`src/rtl/riscv_pipe_pkg.sv`:
```
// riscv_pipe_pkg: shared MEM-stage state encoding and constants
package riscv_pipe_pkg;
  typedef enum logic [1:0] {IDLE = 2'd0, BUSY = 2'd1, DONE = 2'd2} mem_state_t;
  localparam logic [1:0] RESULTSRC_MEM = 2'b01;
  localparam logic [31:0] ERR_RDATA_DEFAULT = 32'h0000_0000;
endpackage

```
`src/rtl/dmem_timeout_cnt.sv`:
```
// dmem_timeout_cnt: clearable up-counter flagging the last permitted wait cycle
module dmem_timeout_cnt #(
  parameter int TIMEOUT = 64
) (
  input  logic clk,
  input  logic rst,
  input  logic clr,
  input  logic en,
  output logic tc
);
  localparam int W = TIMEOUT > 0 ? $clog2(TIMEOUT + 1) : 1;
  logic [W-1:0] cnt;
  always_ff @(posedge clk)
    if (!rst || clr) cnt <= '0;
    else if (en) cnt <= cnt + 1'b1;
  assign tc = (TIMEOUT > 0) && (cnt == W'(TIMEOUT - 1));
endmodule

```
`src/rtl/dmem_access_ctrl.sv`:
```
// dmem_access_ctrl: sequences MEM-stage loads/stores over a req/ack data memory
module dmem_access_ctrl
  import riscv_pipe_pkg::*;
#(
  parameter int          TIMEOUT   = 64,
  parameter logic [31:0] ERR_RDATA = ERR_RDATA_DEFAULT
) (
  input  logic        clk,
  input  logic        rst,
  input  logic        MemWrite_M,
  input  logic [1:0]  ResultSrc_M,
  input  logic [31:0] ALUResult_M,
  input  logic [31:0] WriteData_M,
  input  logic        mem_ack,
  input  logic [31:0] mem_rdata,
  output logic        mem_req,
  output logic        mem_we,
  output logic [31:0] mem_addr,
  output logic [31:0] mem_wdata,
  output logic [31:0] ReadData_M,
  output logic        Stall_M,
  output logic        Flush_W,
  output logic        mem_err
);
  mem_state_t state;
  logic access;
  logic misaligned;
  logic tc;
  assign access = MemWrite_M | (ResultSrc_M == RESULTSRC_MEM);
  assign misaligned = |ALUResult_M[1:0];
  assign Stall_M = (state == IDLE && access) || state == BUSY;
  assign Flush_W = Stall_M;
  dmem_timeout_cnt #(.TIMEOUT(TIMEOUT)) u_cnt (
    .clk(clk),
    .rst(rst),
    .clr(state != BUSY),
    .en(state == BUSY),
    .tc(tc)
  );
  always_ff @(posedge clk) begin
    if (!rst) begin
      state      <= IDLE;
      mem_req    <= 1'b0;
      mem_we     <= 1'b0;
      mem_addr   <= '0;
      mem_wdata  <= '0;
      ReadData_M <= '0;
      mem_err    <= 1'b0;
    end else begin
      case (state)
        IDLE: if (access) begin
          if (misaligned) begin
            mem_err    <= 1'b1;
            ReadData_M <= ERR_RDATA;
            state      <= DONE;
          end else begin
            mem_req   <= 1'b1;
            mem_we    <= MemWrite_M;
            mem_addr  <= {ALUResult_M[31:2], 2'b00};
            mem_wdata <= WriteData_M;
            state     <= BUSY;
          end
        end
        BUSY: if (mem_ack) begin
          mem_req <= 1'b0;
          if (!mem_we) ReadData_M <= mem_rdata;
          state <= DONE;
        end else if (tc) begin
          mem_req    <= 1'b0;
          mem_err    <= 1'b1;
          ReadData_M <= ERR_RDATA;
          state      <= DONE;
        end
        default: state <= IDLE;
      endcase
    end
  end
endmodule

```
`config.mk`:
```
export PLATFORM = sky130hd
export DESIGN_NAME = dmem_access_ctrl
export DESIGN_NICKNAME = d
export VERILOG_FILES = /design/src/rtl/riscv_pipe_pkg.sv /design/src/rtl/dmem_timeout_cnt.sv /design/src/rtl/dmem_access_ctrl.sv
export SDC_FILE = /design/constraint.sdc
export NUM_CORES = 1
export LEC_CHECK = 0
export CORE_MARGIN = 1.5
export CORE_UTILIZATION = 40
export DETAILED_ROUTE_END_ITERATION = 6
export GPL_TIMING_DRIVEN = 0
export PLACE_DENSITY = 0.79
export SLEW_MARGIN = 20
export SYNTH_ARGS = -nofsm -noshare
export SYNTH_HDL_FRONTEND = slang
export SYNTH_SLANG_ARGS = --single-unit
```
`constraint.sdc`:
```
create_clock -name clk -period 1.7 [get_ports clk]
set_input_delay 0.51 -clock clk [delete_from_list [all_inputs] [get_ports clk]]
set_output_delay 0.51 -clock clk [all_outputs]
set_load 0.1 [all_outputs]
```
==> results.toml <==
[clocking]
cts_made_buffers = 9
ctsHtreeMaxLevel = 3
clock-sinks = 106
worstSkewPairLatency_ns = 0.36
cts_tree = "yes"
root_buffer = "clkbuf_8"
clk_path_buf_depth = 2
cts.reportedPaths.clkPinSlew_ns = 0.10
hold_buffers = 0

[min_path]
hold_path.class = "flip-flop to flip-flop"

[worst_setup_path]
arrival_ns = 1.34
path_buf_inv = 3
critPathCaptureType = "output port"
max_stage_delay_ns = 0.26
cp.required_ns = 1.19
path_cells = "buf_6, or2b_4, a21oi_4, buf_12, buf_16"
slowest_stage = "or2b_4"
cpLargestDelayFamily = "buffers and inverters"
startpoint_type = "input port"
setup.worst_path.class = "input port to output port"
cp_max_fo = 2

[run_status]
violations = "setup timing"
outcome = "finished, violations left"

[synthesis]
yosys_warnings = 0
synthCells = 465
synth_xor_area_share_pct = 0.839
ys_seq_area_share_pct = 50.8
synth_top_family_by_area = "simple AND/OR/NAND/NOR gates"
synth_fa_ha_area_share_pct = 0.300
synthSimpleGateAreaFrac_pct = 20.3
synth.avg_cell_area_um2 = 8.98
ys_seq_elements = 106
ys.flop_type = "dfxtp_1"
syn_area_um2 = 4170
synth_edf_count = 0
synth_compound_area_share_pct = 13.5
synthArstFlopShare_pct = 0
yosysUniqueCellTypes = 33
synth.area.mux_share_pct = 7.67

[floorplanning]
start_util_pct = 40.8
die_w_um = 105
die_y_um = 105
dieArea_um2 = 11100
fp-row-count = 37
design.core.area_um2 = 10200
pin_count = 203

[sta]
max_freq_mhz = 541
finalSetupTns_ns = -0.265
rsz0062_at_grt = "yes"
worst_pin_slew_ns = 0.533
report.final.slew_viol_count = 0
hold_viol_final = 0
period_minus_slack_ns = 1.85
clock_skew_ns = 0.0142
setup_viol = 2
max_slew_margin_pct = 64.4
setup_slack_ns = -0.148
period_share_pct = 109

[detailed_routing]
wl_per_cell_um = 14.2
vias = 3911
drc = 0
drtAntennaViolNets = 0
routed_wl_um = 11900
drt-vias-per-instance = 4.67
dr.pass1.iters = 5
drt_iter0_markers = 118

[job]
maxCapViolCount = 0

[cells_and_area]
nets = 800
fin_cells = 837
drive_above_1_share_pct = 25.7
final.fill_count = 910
area_growth_pct = 53.9
antennaDiodeCount = 0

[place]
place_inst = 802
dpl.hpwl_um = 8690
io_buffers = 200
gp_congestion = 0.750

[power]
cellPowerDensity_nw_per_um2 = 858
total_power_w = 0.00551
p_leak_nw = 2.78
irDropWorstVdd_uv = 361

[grt]
grt_usage_pct = 21.2
grt_max_degree = 17
antenna_found_initial = 0
grt_overflow_total = 0
grt_first_pass_wirelength_um = 18800
grt_pass1_vias = 3894
==> metal layers <==
layer	track usage, %	up-vias	part of all wire, %
met1	23.9	1797	41
met4	9.10	0	2.3
met2	38.4	124	51
li1	-	1968	-
met5	0	-	0
met3	4.37	22	5.6
==> cells in the mapped netlist, drive strengths merged (2+ instances only) <==
cell | number | area share [%]
a21boi | 63 | 11
a21oi | 4 | 0.48
and3 | 4 | 0.60
buf | 16 | 4.0
clkbuf | 16 | 1.9
dfxtp | 106 | 51
mux2i | 32 | 7.7
nand2 | 190 | 17
nand3 | 3 | 0.48
nor2 | 7 | 0.63
nor2b | 3 | 0.45
o21ai | 4 | 0.66
xnor2 | 2 | 0.42
xor2 | 2 | 0.42
==> cell usage in the layout, fill, tap and decap left out, types with 10 or more instances in the layout <==
master / synthesis / routed
a21boi_1: 59 / 58
nand2_1: 190 / 190
mux2i_1: 32 / 32
buf_6: 10 / 15
clkbuf_8: 2 / 11
dfxtp_1: 106 / 102
clkdlybuf4s50_1: 0 / 95
clkbuf_4: 0 / 10
buf_2: 0 / 90
buf_4: 5 / 15
==> per-stage QoR <==
step	hold slack, ns	util (%)	area (um2)	worst slack, ns
6_report	0.456	62.8	6420	-0.148
4_1_cts	0.425	61.3	6270	-0.144
3_5_place_dp	0.443	62.3	6370	-1.57
2_1_floorplan	0.413	-	4200	-0.473
3_3_place_gp	0.427	62.3	6370	-1.56
5_1_grt	0.474	62.8	6420	-0.156
==> report_power, final <==
| group | total, W | switching [W] | internal (W) | leakage [nW] |
|---|---|---|---|---|
| registers | 0.00259 | 0.0000387 | 0.00255 | 0.861 |
| clock network | 0.00152 | 0.000837 | 0.000679 | 0.0856 |
| logic | 0.00140 | 0.000869 | 0.000536 | 1.83 |
==> flip-flops by register name (all words and copies together), names as in the netlist <==
register    flops
mem_err         1
mem_we          1
ReadData_M     32
u_cnt.cnt       7
mem_wdata      32
state           2
mem_addr       30
mem_req         1
==> cells by family after synthesis <==
family | Yosys count
xor+xnor | 4
mux | 32
simple gates | 211
flops | 106
buf+inv | 35
other cells | 1
fa+ha+maj | 1
compound gates | 75
==> worst reg2reg max path, delay by kind of cell, from the launching register on <==
family	cells	cell delay [ns]
simple gates	1	0.10
buf+inv	2	0.31
compound gates	2	0.56
fa+ha+maj	1	0.15
mux	1	0.11
flops	1	0.36
==> repair_timing <==
action	CTS	global route
cloned	6	2
resized for setup	535	35
endpoints found under the setup margin	195	97
pin swaps	5	5
buffers inserted	8	6
==> path summary, 6_finish.rpt <==
| kind | startpoint | endpoint | slack, ns | depth (start not counted) |
|---|---|---|---|---|
| min | mem_addr[29] | mem_addr[29] | 0.46 | 2 |
| max | ResultSrc_M[1] | Stall_M | -0.15 | 5 |
| min reg2reg | mem_addr[29] | mem_addr[29] | 0.46 | 2 |
| max reg2reg | u_cnt.cnt[1] | ReadData_M[16] | 0.02 | 7 |
==> cell type report <==
class	instances	area, um2	area share (%)
flip-flops and latches	106	2130	33.1
multi-input cells	325	1850	28.9
repair buffers	222	1800	28.1
plain buffers	32	278	4.32
well taps	136	170	2.65
clock buffers	11	131	2.04
clock inverters	4	53.8	0.837
inverters	1	3.75	0.0584
Power figures use the tool's default switching activity.
